## config.mk

```make
export PLATFORM = sky130hd
export DESIGN_NAME = control_unit
export DESIGN_NICKNAME = d
export VERILOG_FILES = /design/src/rtl/cpu_pkg.sv /design/src/rtl/cu_decode.sv /design/src/rtl/control_unit.sv
export SDC_FILE = /design/constraint.sdc
export NUM_CORES = 1
export LEC_CHECK = 0
export ABC_AREA = 1
export CAP_MARGIN = 15
export CORE_MARGIN = 2
export CORE_UTILIZATION = 55
export CTS_CLUSTER_SIZE = 16
export DETAILED_ROUTE_END_ITERATION = 10
export DONT_BUFFER_PORTS = 1
export PLACE_DENSITY_LB_ADDON = 0.05
export SYNTH_ARGS = -nofsm -noshare
export SYNTH_HDL_FRONTEND = slang
export SYNTH_HIERARCHICAL = 1
export SYNTH_SLANG_ARGS = --single-unit
```

## constraint.sdc

```tcl
create_clock -name clk -period 4.4 [get_ports clk]
set_input_delay 0.66 -clock clk [delete_from_list [all_inputs] [get_ports clk]]
set_output_delay 0.66 -clock clk [all_outputs]
set_load 0.005 [all_outputs]
```

## src/rtl/cpu_pkg.sv

```systemverilog
// rtl/cpu_pkg.sv - shared CPU definitions: opcodes, IR field positions, control states
package cpu_pkg;

    // IR field positions; imm occupies [18:0] and overlaps Rc.
    localparam int OPC_MSB = 31;
    localparam int OPC_LSB = 27;
    localparam int RA_MSB  = 26;
    localparam int RA_LSB  = 23;
    localparam int RB_MSB  = 22;
    localparam int RB_LSB  = 19;
    localparam int RC_MSB  = 18;
    localparam int RC_LSB  = 15;

    localparam logic [4:0] OP_LD        = 5'b00000;
    localparam logic [4:0] OP_ST        = 5'b00010;
    localparam logic [4:0] OP_ADD       = 5'b00011;
    localparam logic [4:0] OP_ALU_FIRST = 5'b00011;
    localparam logic [4:0] OP_ALU_LAST  = 5'b01100;
    localparam logic [4:0] OP_MUL       = 5'b01111;
    localparam logic [4:0] OP_DIV       = 5'b10000;
    localparam logic [4:0] OP_NOP       = 5'b11010;
    localparam logic [4:0] OP_HALT      = 5'b11011;

    typedef enum logic [3:0] {
        S_IDLE, S_T0, S_T1, S_T2, S_T3, S_T4, S_T5, S_T6, S_T7, S_HALT
    } cu_state_e;

    typedef enum logic [2:0] {
        C_ALU, C_LD, C_ST, C_MULDIV, C_NOP, C_HALT, C_ILLEGAL
    } op_class_e;

    function automatic logic [15:0] onehot16(input logic [3:0] idx);
        return 16'(1) << idx;
    endfunction

endpackage

```

## src/rtl/cu_decode.sv

```systemverilog
// rtl/cu_decode.sv - combinational IR decode into instruction class and one-hot register selects
// Ports: ir (instruction register value) in; op_class, opcode, ra_oh/rb_oh/rc_oh out.
// CU_MULDIV_EN: when defined, mul/div decode as C_MULDIV; otherwise they are C_ILLEGAL.
module cu_decode
    import cpu_pkg::*;
(
    input  logic [31:0] ir,
    output op_class_e   op_class,
    output logic [4:0]  opcode,
    output logic [15:0] ra_oh,
    output logic [15:0] rb_oh,
    output logic [15:0] rc_oh
);

    // Low immediate bits feed only the datapath sign-extender, not control.
    logic unused_imm;
    assign unused_imm = ^ir[RC_LSB-1:0];

    always_comb begin
        opcode = ir[OPC_MSB:OPC_LSB];
        ra_oh  = onehot16(ir[RA_MSB:RA_LSB]);
        rb_oh  = onehot16(ir[RB_MSB:RB_LSB]);
        rc_oh  = onehot16(ir[RC_MSB:RC_LSB]);

        op_class = C_ILLEGAL;
        if (opcode == OP_LD) begin
            op_class = C_LD;
        end else if (opcode == OP_ST) begin
            op_class = C_ST;
        end else if (opcode >= OP_ALU_FIRST && opcode <= OP_ALU_LAST) begin
            op_class = C_ALU;
        end else if (opcode == OP_NOP) begin
            op_class = C_NOP;
        end else if (opcode == OP_HALT) begin
            op_class = C_HALT;
`ifdef CU_MULDIV_EN
        end else if (opcode == OP_MUL || opcode == OP_DIV) begin
            op_class = C_MULDIV;
`endif
        end
    end

endmodule

```

## src/rtl/control_unit.sv

```systemverilog
// rtl/control_unit.sv - hardwired control unit: fetch/decode/execute FSM and datapath strobes
// Ports: clk, clr (async active-low), run, IR, mem_rdy in; Rin/Rout one-hot register
// selects, PC/IR/MAR/MDR/Y/Z/HI/LO/C strobes, Read/Write, alu_op, halted, err out.
// CU_MULDIV_EN: when defined, mul/div drive LOin/HIin; otherwise LOin/HIin are tied low.
module control_unit
    import cpu_pkg::*;
#(
    parameter int MEM_WAIT_MAX = 15
) (
    input  logic        clk,
    input  logic        clr,
    input  logic        run,
    input  logic [31:0] IR,
    input  logic        mem_rdy,
    output logic [15:0] Rin,
    output logic [15:0] Rout,
    output logic        PCin,
    output logic        PCout,
    output logic        incPC,
    output logic        IRin,
    output logic        MARin,
    output logic        MDRin,
    output logic        MDRout,
    output logic        Yin,
    output logic        Zin,
    output logic        ZLowOut,
    output logic        ZHighOut,
    output logic        HIin,
    output logic        LOin,
    output logic        Cout,
    output logic        Read,
    output logic        Write,
    output logic [4:0]  alu_op,
    output logic        halted,
    output logic        err
);

    localparam int            CW        = $clog2(MEM_WAIT_MAX + 1);
    localparam logic [CW-1:0] WAIT_LAST = CW'(MEM_WAIT_MAX - 1);
    localparam logic [15:0]   RIN_MASK  = 16'hFFFE;  // R0 is hardwired, never loaded

    op_class_e   op_class;
    logic [4:0]  opcode;
    logic [15:0] ra_oh, rb_oh, rc_oh;

    cu_decode u_decode (
        .ir       (IR),
        .op_class (op_class),
        .opcode   (opcode),
        .ra_oh    (ra_oh),
        .rb_oh    (rb_oh),
        .rc_oh    (rc_oh)
    );

    cu_state_e     state_q, state_d, done_state;
    logic [CW-1:0] cnt_q, cnt_d;
    logic          err_q, err_d;
    logic          armed_q, armed_d;
    logic          waiting;

    // Next-state logic. armed_q delays the first fetch by one edge after reset release.
    always_comb begin
        state_d    = state_q;
        cnt_d      = '0;
        err_d      = err_q;
        armed_d    = 1'b1;
        done_state = run ? S_T0 : S_IDLE;
        waiting    = (state_q == S_T1) ||
                     (state_q == S_T6 && op_class == C_LD) ||
                     (state_q == S_T7 && op_class == C_ST);

        case (state_q)
            S_IDLE: if (run && armed_q) state_d = S_T0;
            S_T0:   state_d = S_T1;
            S_T1:   if (mem_rdy) state_d = S_T2;
            S_T2:   state_d = S_T3;
            S_T3: begin
                case (op_class)
                    C_ALU, C_LD, C_ST, C_MULDIV: state_d = S_T4;
                    C_NOP:   state_d = done_state;
                    C_HALT:  state_d = S_HALT;
                    default: begin
                        state_d = S_HALT;
                        err_d   = 1'b1;
                    end
                endcase
            end
            S_T4:   state_d = S_T5;
            S_T5:   state_d = (op_class == C_ALU) ? done_state : S_T6;
            S_T6: begin
                if (op_class == C_ST || (op_class == C_LD && mem_rdy)) state_d = S_T7;
                else if (op_class != C_LD) state_d = done_state;
            end
            S_T7:   if (op_class != C_ST || mem_rdy) state_d = done_state;
            S_HALT: state_d = S_HALT;
            default: state_d = S_IDLE;
        endcase

        // Counter is zero whenever a wait state is entered; it counts missed mem_rdy cycles.
        if (waiting && !mem_rdy) begin
            if (cnt_q == WAIT_LAST) begin
                state_d = S_HALT;
                err_d   = 1'b1;
            end else begin
                cnt_d = cnt_q + 1'b1;
            end
        end
    end

    always_ff @(posedge clk or negedge clr) begin
        if (!clr) begin
            state_q <= S_IDLE;
            cnt_q   <= '0;
            err_q   <= 1'b0;
            armed_q <= 1'b0;
        end else begin
            state_q <= state_d;
            cnt_q   <= cnt_d;
            err_q   <= err_d;
            armed_q <= armed_d;
        end
    end

    assign halted = (state_q == S_HALT);
    assign err    = err_q;

    // Strobes decode from state_q because T3 must see the IR value latched at the end of T2.
    always_comb begin
        Rin = '0;  Rout = '0;  alu_op = '0;
        PCin = 1'b0;  PCout = 1'b0;  incPC = 1'b0;  IRin = 1'b0;
        MARin = 1'b0; MDRin = 1'b0;  MDRout = 1'b0; Yin = 1'b0;
        Zin = 1'b0;   ZLowOut = 1'b0; ZHighOut = 1'b0; Cout = 1'b0;
        Read = 1'b0;  Write = 1'b0;
`ifdef CU_MULDIV_EN
        HIin = 1'b0;  LOin = 1'b0;
`endif
        case (state_q)
            S_T0: begin PCout = 1'b1; MARin = 1'b1; incPC = 1'b1; Zin = 1'b1; end
            S_T1: begin ZLowOut = 1'b1; PCin = 1'b1; Read = 1'b1; MDRin = 1'b1; end
            S_T2: begin MDRout = 1'b1; IRin = 1'b1; end
            S_T3: begin
                case (op_class)
                    C_ALU, C_LD, C_ST: begin Rout = rb_oh; Yin = 1'b1; end
`ifdef CU_MULDIV_EN
                    C_MULDIV: begin Rout = ra_oh; Yin = 1'b1; end
`endif
                    default: ;
                endcase
            end
            S_T4: begin
                case (op_class)
                    C_ALU:       begin Rout = rc_oh; Zin = 1'b1; alu_op = opcode; end
                    C_LD, C_ST:  begin Cout = 1'b1;  Zin = 1'b1; alu_op = OP_ADD; end
`ifdef CU_MULDIV_EN
                    C_MULDIV:    begin Rout = rb_oh; Zin = 1'b1; alu_op = opcode; end
`endif
                    default: ;
                endcase
            end
            S_T5: begin
                case (op_class)
                    C_ALU:      begin ZLowOut = 1'b1; Rin = ra_oh & RIN_MASK; end
                    C_LD, C_ST: begin ZLowOut = 1'b1; MARin = 1'b1; end
`ifdef CU_MULDIV_EN
                    C_MULDIV:   begin ZLowOut = 1'b1; LOin = 1'b1; end
`endif
                    default: ;
                endcase
            end
            S_T6: begin
                case (op_class)
                    C_LD:     begin Read = 1'b1; MDRin = 1'b1; end
                    C_ST:     begin Rout = ra_oh; MDRin = 1'b1; end
`ifdef CU_MULDIV_EN
                    C_MULDIV: begin ZHighOut = 1'b1; HIin = 1'b1; end
`endif
                    default: ;
                endcase
            end
            S_T7: begin
                case (op_class)
                    C_LD:    begin MDRout = 1'b1; Rin = ra_oh & RIN_MASK; end
                    C_ST:    Write = 1'b1;
                    default: ;
                endcase
            end
            default: ;
        endcase
    end

`ifndef CU_MULDIV_EN
    assign HIin = 1'b0;
    assign LOin = 1'b0;
`endif

endmodule

```

Yosys cells after proc, flatten, opt, wreduce, memory -nomap -nowiden. Index checks and enable logic that the tools add are counted.

Register bits: 10. Bits in latches: 0. RAM bits: 0. Bits in read-only memories: 0. Input bits: 36. Output and inout bits: 55. Logic and storage cells: 95. Memories kept: 0.

Add/subtract/negate cells: 1. $mul: 0. Divide/modulo/power cells: 0. Order comparisons: 2. Equal/unequal tests: 20. Shift-type cells: 3. Muxes and demuxes: 47. Bitwise operators: 0. Reductions and logical operators: 18.

Operators by type and width (number): $mux 16 (5); $pmux 16 s3 (1); $shl 1x4->16 const A (3); $pmux 4 s10 (1); $mux 4 (9); $pmux 16 s2 (1); $eq 4x3->1 const B (4); $mux 1 (15); $mux 3 (5); $eq 4x4->1 const B (3); $pmux 1 s2 (6); $eq 5x5->1 const B (2); $pmux 5 s2 (1); $eq 4x2->1 const B (2); $pmux 4 s2 (1); $eq 3x2->1 const B (2); $eq 3x3->1 const B (2); $logic_and 1x1->1 (6); $reduce_or 6->1 (1); $eq 5x2->1 const B (1); $ge 5x2->1 const B (1); $le 5x4->1 const B (1); $logic_not 5->1 (1); $mux 5 (1); other kinds (13) (16).

Longest topological paths before layout. Gate-level depths: netlist of the first run.

Depth in word-level cells: 13. Depth in mapped cells: 15. Depth with buffers taken out: 15.

By module. The synthesis of the first run kept the hierarchy.

By module, submodules not included: control_unit (instances 1, cells an instance 237, area an instance 1377.6 um^2, seq. area each 250.2 um^2); cu_decode (instances 1, cells an instance 111, area an instance 541.8 um^2, seq. area each 0.0 um^2).

Worst setup path after synthesis of the first run. OpenSTA, ideal clock, no wires.

Kind: input to output. Start: in IR[29]. End: out Rin[12]. Arrival: 2045 ps. Required time: 3740 ps. Setup slack: 1695 ps. Stages on the path: 11. Path buffers: 1. Cells stage by stage: nor2_2 -> nand2_2 -> nand3_2 -> nand2_1 -> nor2_1 -> inv_1 -> nand2_1 -> nor2_2 -> a22oi_4 -> buf_6 -> nor2_1.

Cells in the longest elaborated chain, start to end: 9. Elaborated cells on any way between the ends: 17. Those cells by class: order compare: 2; eq/ne: 4; mux: 8; reduce/logical: 3.

Ends and longest elaborated chain: from (decl) (RTL line control_unit.sv:13) `input logic [31:0] IR,`; branches (longest 5 deep; another with $ge 5x2->1); $mux 3 * (RTL line cu_decode.sv:26) `if (opcode == OP_LD) begin`; net op_class[1] (RTL line control_unit.sv:42) `op_class_e op_class;`; $eq 3x1->1 or $logic_not 3->1 (tied branches) (RTL line control_unit.sv:181, control_unit.sv:161); $mux 16, on equally long branches (RTL line control_unit.sv:181, control_unit.sv:161); $pmux 16 s2 * (RTL line control_unit.sv:137) `case (state_q)`; to (decl) (RTL line control_unit.sv:15) `output logic [15:0] Rin,`.

Mark *: on every way through the listed nets, which the timed path passes.

Worst setup path after layout of the first run.
Start: in IR[29]. End: out Rin[1].

Same word-level chain as after synthesis.

==> run metrics, run 1 <==
status=finished, final reports clean; Max Cap Violations=0; Seq/Total Area, Yosys=0.130; clock transition at the registers of the reported paths=0.07 ns; Synth Area per Inst=5.52 sq um; GRT Total Usage=0.239; Worst Setup Start Kind=input port; DRC viols=0; slew margin rel.=0.624; Die ar.=0.00398 sq mm; Antenna Cells=0; count of input and output buffers=0; initial antenna violation count=0; multi-input logic area=0.00132 sq mm; non-filler cells, final=384; Crit path arrival time=2.28 ns; GPL Wtd Cong=0.933; Max VDD drop=0.000198 V; layout cells sized above 1=0.142; Design Area, Final=0.00189 sq mm; area fraction of the dominant cell type after synthesis=0.149; setup bufs post-CTS=0; hold_ws=0.0888 ns; Tightest Hold Check Type=input port to async pin; Worst Path Max Fanout=15; Setup crit end kind=output pin; setup TNS=0 ns; Initial DRC Count=158; yosys warns=6; IO Count=91; clock buffer depth=2; final max-slew violation count=0; post-synthesis cell count=348; clk_skew=0.00334 ns; clk_lat worst skew=0.26 ns; synthesized area=0.00192 sq mm; worst-margin pin slew=0.562 ns; total design power=0.465 mW; Nets=377; drt wl/cell=12.4 microns; DRT Wirelength=4.77 mm; final hold violations=0; number of synthesized register bits=10; CTS resizes=0; Pleak=0.995 nW; Vias=2009; Die Wd=63.1 microns; cell at the root of the clock tree=clkbuf_4; pwr dens=246 mW/mm^2; pin count of the biggest net entering global routing=20; Fillers=363; vias in the first global route=1810; RSZ-0062 raised after global routing=false; core area=0.00334 sq mm; worst reg2reg setup slack=2.90 ns; H-tree levels=1; Synth-to-Final Area Change=-1.37%; Yosys top cell by area=nand2_1; cell count after placement=380; Synth cell types=30; CTS tree=done; number of vias per cell=5.23; # rows=21; Final Critical Period=2.94 ns; height of the die=63.1 microns; cts hold-fix bufs=0; hpwl dp=3.89 mm; CTS Sinks=10; first-pass detailed-route iteration total=5; starting density of the core=0.575; placed cell areas=0.00186 sq mm; number of buffers created by CTS=3; ANT nets after route=0; Remaining Overflow, GRT=0; worst path required time=3.74 ns; critical path class=input port to output pin; Storage cell area=250 sq um; max frequency=0.340 GHz; period utilisation layout=0.668; global-route wire length before repair=7.80 mm; Final setup viols=0; ranking of synthesized cells by area=nand2_1 15%, nor2_1 15%, dfrtp_1 13%, nand3_1 12%, inv_1 10%
[cells in the mapped netlist, drive strengths merged]
master / number
a21oi: 4
a22oi: 9
a31oi: 1
and2: 1
buf: 17
conb: 2
dfrtp: 10
ha: 2
inv: 62
nand2: 87
nand3: 48
nand3b: 1
nand4: 3
nor2: 87
nor4: 6
o21ai: 6
xnor2: 1
xor2: 1
[kinds of logic (layout without fill, tap and decap cells)]
logic type / Yosys count / after routing / share of synthesized area
buf+inv: 79 / 66 / 0.190
flops: 10 / 10 / 0.130
compound gates: 20 / 20 / 0.0776
fa+ha+maj: 2 / 2 / 0.0130
simple gates: 233 / 233 / 0.576
other cells: 2 / 5 / 0.00391
xor+xnor: 2 / 2 / 0.00913
[critical path, cell delays in order]
cell and delay, ns:
nor2_2 0.14, nand2_2 0.07, nand3_2 0.07, nand2_1 0.05, nor2_1 0.43, inv_1 0.12, nand2_1 0.10, nor2_2 0.07
a22oi_4 0.45, nor2_1 0.12
[per-layer routing]
layer / up-vias / part of all wire / GRT usage
met5: - / 0 / 0
met4: 0 / 0.0069 / 0.0528
met3: 4 / 0.071 / 0.0357
met2: 66 / 0.50 / 0.434
met1: 892 / 0.42 / 0.298
li1: 1047 / - / -
[flip-flops by register name, summed over array words and instances, names as in the netlist]
name     count
state_q      4
cnt_q        4
err          1
armed_q      1
[worst paths after layout]
check,start,to,cells after the start
max,IR[29],Rin[1],10
min,clr,cnt_q[0],0
max reg2reg,state_q[3],cnt_q[1],7
min reg2reg,cnt_q[0],cnt_q[0],1
max in group asynchronous,clr,armed_q,0
min in group clk,cnt_q[0],cnt_q[0],1
[cells in the final DEF (no fill, tap or decap), drive strengths merged]
master   n
nand2   87
nor2    87
inv     62
nand3   48
dfrtp   10
a22oi    9
nor4     6
o21ai    6
conb     5
a21oi    4
clkbuf   4
nand4    3
ha       2
xnor2    1
a31oi    1
xor2     1
nand3b   1
and2     1
[stage by stage]
stage	util	worst slack, ns
2_1_floorplan	-	1.69
3_3_place_gp	0.556	1.47
3_5_place_dp	0.556	1.43
4_1_cts	0.567	1.43
5_1_grt	0.567	1.30
6_report	0.567	1.46
[area by class of cell]
class | instances | area share
inverters | 62 | 0.123
multi-input cells | 262 | 0.695
well taps | 46 | 0.0304
clock buffers | 4 | 0.0192
flip-flops and latches | 10 | 0.132
[power by group]
part           switching [mW]  internal (mW)  total [mW]
clock network          0.0303         0.0501      0.0805
logic                   0.176         0.0726       0.249
registers              0.0223          0.113       0.136
(Power assumes the default switching activity.)
==> inputs of run 2 (changes only) <==
==> constraint.sdc (replaced) <==
create_clock -name clk -period 2.79 [get_ports clk]
set_input_delay 0.4185 -clock clk [delete_from_list [all_inputs] [get_ports clk]]
set_output_delay 0.4185 -clock clk [all_outputs]
set_load 0.005 [all_outputs]
==> run metrics, run 2 (synthesis gave the netlist of run 1 again) <==
status=finished, final reports clean (unchanged); critical path class=input port to output pin (unchanged); CTS Sinks=10 (unchanged); count of input and output buffers=0 (unchanged); ANT nets after route=0 (unchanged); hpwl dp=3.90 mm (was 3.89 mm); Max VDD drop=0.000423 V (was 0.000198 V); met3 wire length=353 microns (was 340 microns); core area=0.00334 sq mm (unchanged); met2 wire length=2.30 mm (was 2.39 mm); hold endpoint=state_q[0]; pin count of the biggest net entering global routing=20 (unchanged); most common cell after layout, fill and taps aside=nand2_1 (unchanged); Initial DRC Count=146 (was 158); cell at the root of the clock tree=clkbuf_4 (unchanged); global-route wire length before repair=7.58 mm (was 7.80 mm); R2R cell count=7 (unchanged); clock transition at the registers of the reported paths=0.07 ns (about the same); DRT Wirelength=4.71 mm (was 4.77 mm); CTS resizes=0 (unchanged); Final setup viols=0 (unchanged); DR top layer=met4 (unchanged); first-pass detailed-route iteration total=4 (was 5); Remaining Overflow, GRT=0 (unchanged); Pleak=1.00 nW (was 0.995 nW); clock buffer depth=2 (unchanged); setup TNS=0 ns (unchanged); Die ar.=0.00398 sq mm (unchanged); vias in the first global route=1779 (was 1810); Worst Path Max Fanout=19 (was 15); H-tree levels=1 (unchanged); hold path startpoint=run; period utilisation layout=0.823; Die Wd=63.1 microns (unchanged); DRC viols=0 (unchanged); Metal-1 WL=2.01 mm (about the same); GPL Wtd Cong=0.962 (was 0.933); pwr dens=386 mW/mm^2 (was 246 mW/mm^2); Vias=1995 (was 2009); GRT Total Usage=0.233 (was 0.239); Setup crit end kind=output pin (unchanged); starting density of the core=0.575 (unchanged); non-filler cells, final=386 (was 384); Tightest Hold Check Type=input port to flop (was input port to async pin); Antenna Cells=0 (unchanged); Final Critical Period=2.30 ns; # rows=21 (unchanged); Max Cap Violations=0 (unchanged); IO Count=91 (unchanged); total design power=0.738 mW (was 0.465 mW); initial antenna violation count=0 (unchanged); number of buffers created by CTS=3 (unchanged); Synth-to-Final Area Change=-0.456% (was -1.37%); reg-to-reg critical path startpoint=state_q[3] (unchanged); max frequency=0.435 GHz; worst-margin pin slew=0.496 ns (was 0.562 ns); Nets=379 (was 377); final hold violations=0 (unchanged); layout cells sized above 1=0.144 (was 0.142); most frequent cells in the layout=76 x nand2_1, 75 x nor2_1, 52 x inv_1 (unchanged); Util after Layout=0.573 (was 0.567); CTS tree=done (unchanged); Crit path arrival time=1.88 ns (was 2.28 ns); drt wl/cell=12.2 microns (was 12.4 microns); final max-slew violation count=0 (unchanged); height of the die=63.1 microns (unchanged); worst reg2reg setup slack=1.28 ns (was 2.90 ns); cts hold-fix bufs=1 (was 0); cell count after placement=381 (was 380); worst hold path depth=4; worst path required time=2.37 ns (was 3.74 ns); setup bufs post-CTS=0 (unchanged); number of vias per cell=5.17 (was 5.23); clk_lat worst skew=0.26 ns (about the same); RSZ-0062 raised after global routing=false (unchanged); slew margin rel.=0.667 (was 0.624); Worst Setup Start Kind=input port (unchanged); hold_ws=0.424 ns (was 0.0888 ns); r2r endpoint=cnt_q[1] (unchanged); Top Registers=cnt_q: 4 flops, state_q: 4 flops (unchanged); clk_skew=0.00992 ns (was 0.00334 ns)
## run 2: worst max path at each step
| stage | start | to | slack, ns | cells past startpoint |
|---|---|---|---|---|
| 6_report | IR[29] | Rout[1] | 0.49 | 10 |
| 5_1_grt | IR[27] | Rout[10] | 0.32 | 12 |
| 4_1_cts | IR[29] | Rin[6] | 0.49 | 8 |
| 3_5_place_dp | IR[29] | Rin[6] | 0.49 | 8 |
| 3_3_place_gp | IR[29] | Rin[5] | 0.50 | 8 |
| 2_1_floorplan | IR[29] | Rin[12] | 0.57 | 11 |
## run 2: routing by layer
metal	global-route usage	up-vias
met5	0	-
met4	0.0472	0
met3	0.0446	6
met2	0.423	71
li1	-	1049
met1	0.284	869
## run 2: power by group
part	switching, mW	leakage [nW]	total, mW	internal (mW)
sequential	0.0341	0.130	0.213	0.179
combinational	0.281	0.853	0.398	0.117
clock	0.0482	0.0210	0.127	0.0791
total	0.363	1.00	0.738	0.375
## run 2: per-stage QoR
| stage | setup slack, ns | instance area [sq um] |
|---|---|---|
| final | 0.493 | 1910 |
| after global placement | 0.505 | 1860 |
| after global routing | 0.324 | 1910 |
| after CTS | 0.492 | 1910 |
| after floorplan | 0.568 | 1930 |
| after detailed placement | 0.490 | 1860 |
## run 2: area by class of cell
| class | count | area [sq um] |
|---|---|---|
| well taps | 46 | 57.6 |
| multi-input cells | 262 | 1320 |
| clock buffers | 4 | 36.3 |
| fillers | 366 | 1430 |
| flip-flops and latches | 10 | 250 |
| inverters | 62 | 233 |
| repair buffers | 2 | 17.5 |
## run 2: worst max-delay path, cell delays in order
cell and delay [ns]:
nor2_2 0.13, nand2_1 0.08, nor2_1 0.09, nor2_1 0.05
buf_4 0.16, nor2_2 0.19, nand2_4 0.10, nor2_4 0.37
a22oi_1 0.16, nand2_1 0.12
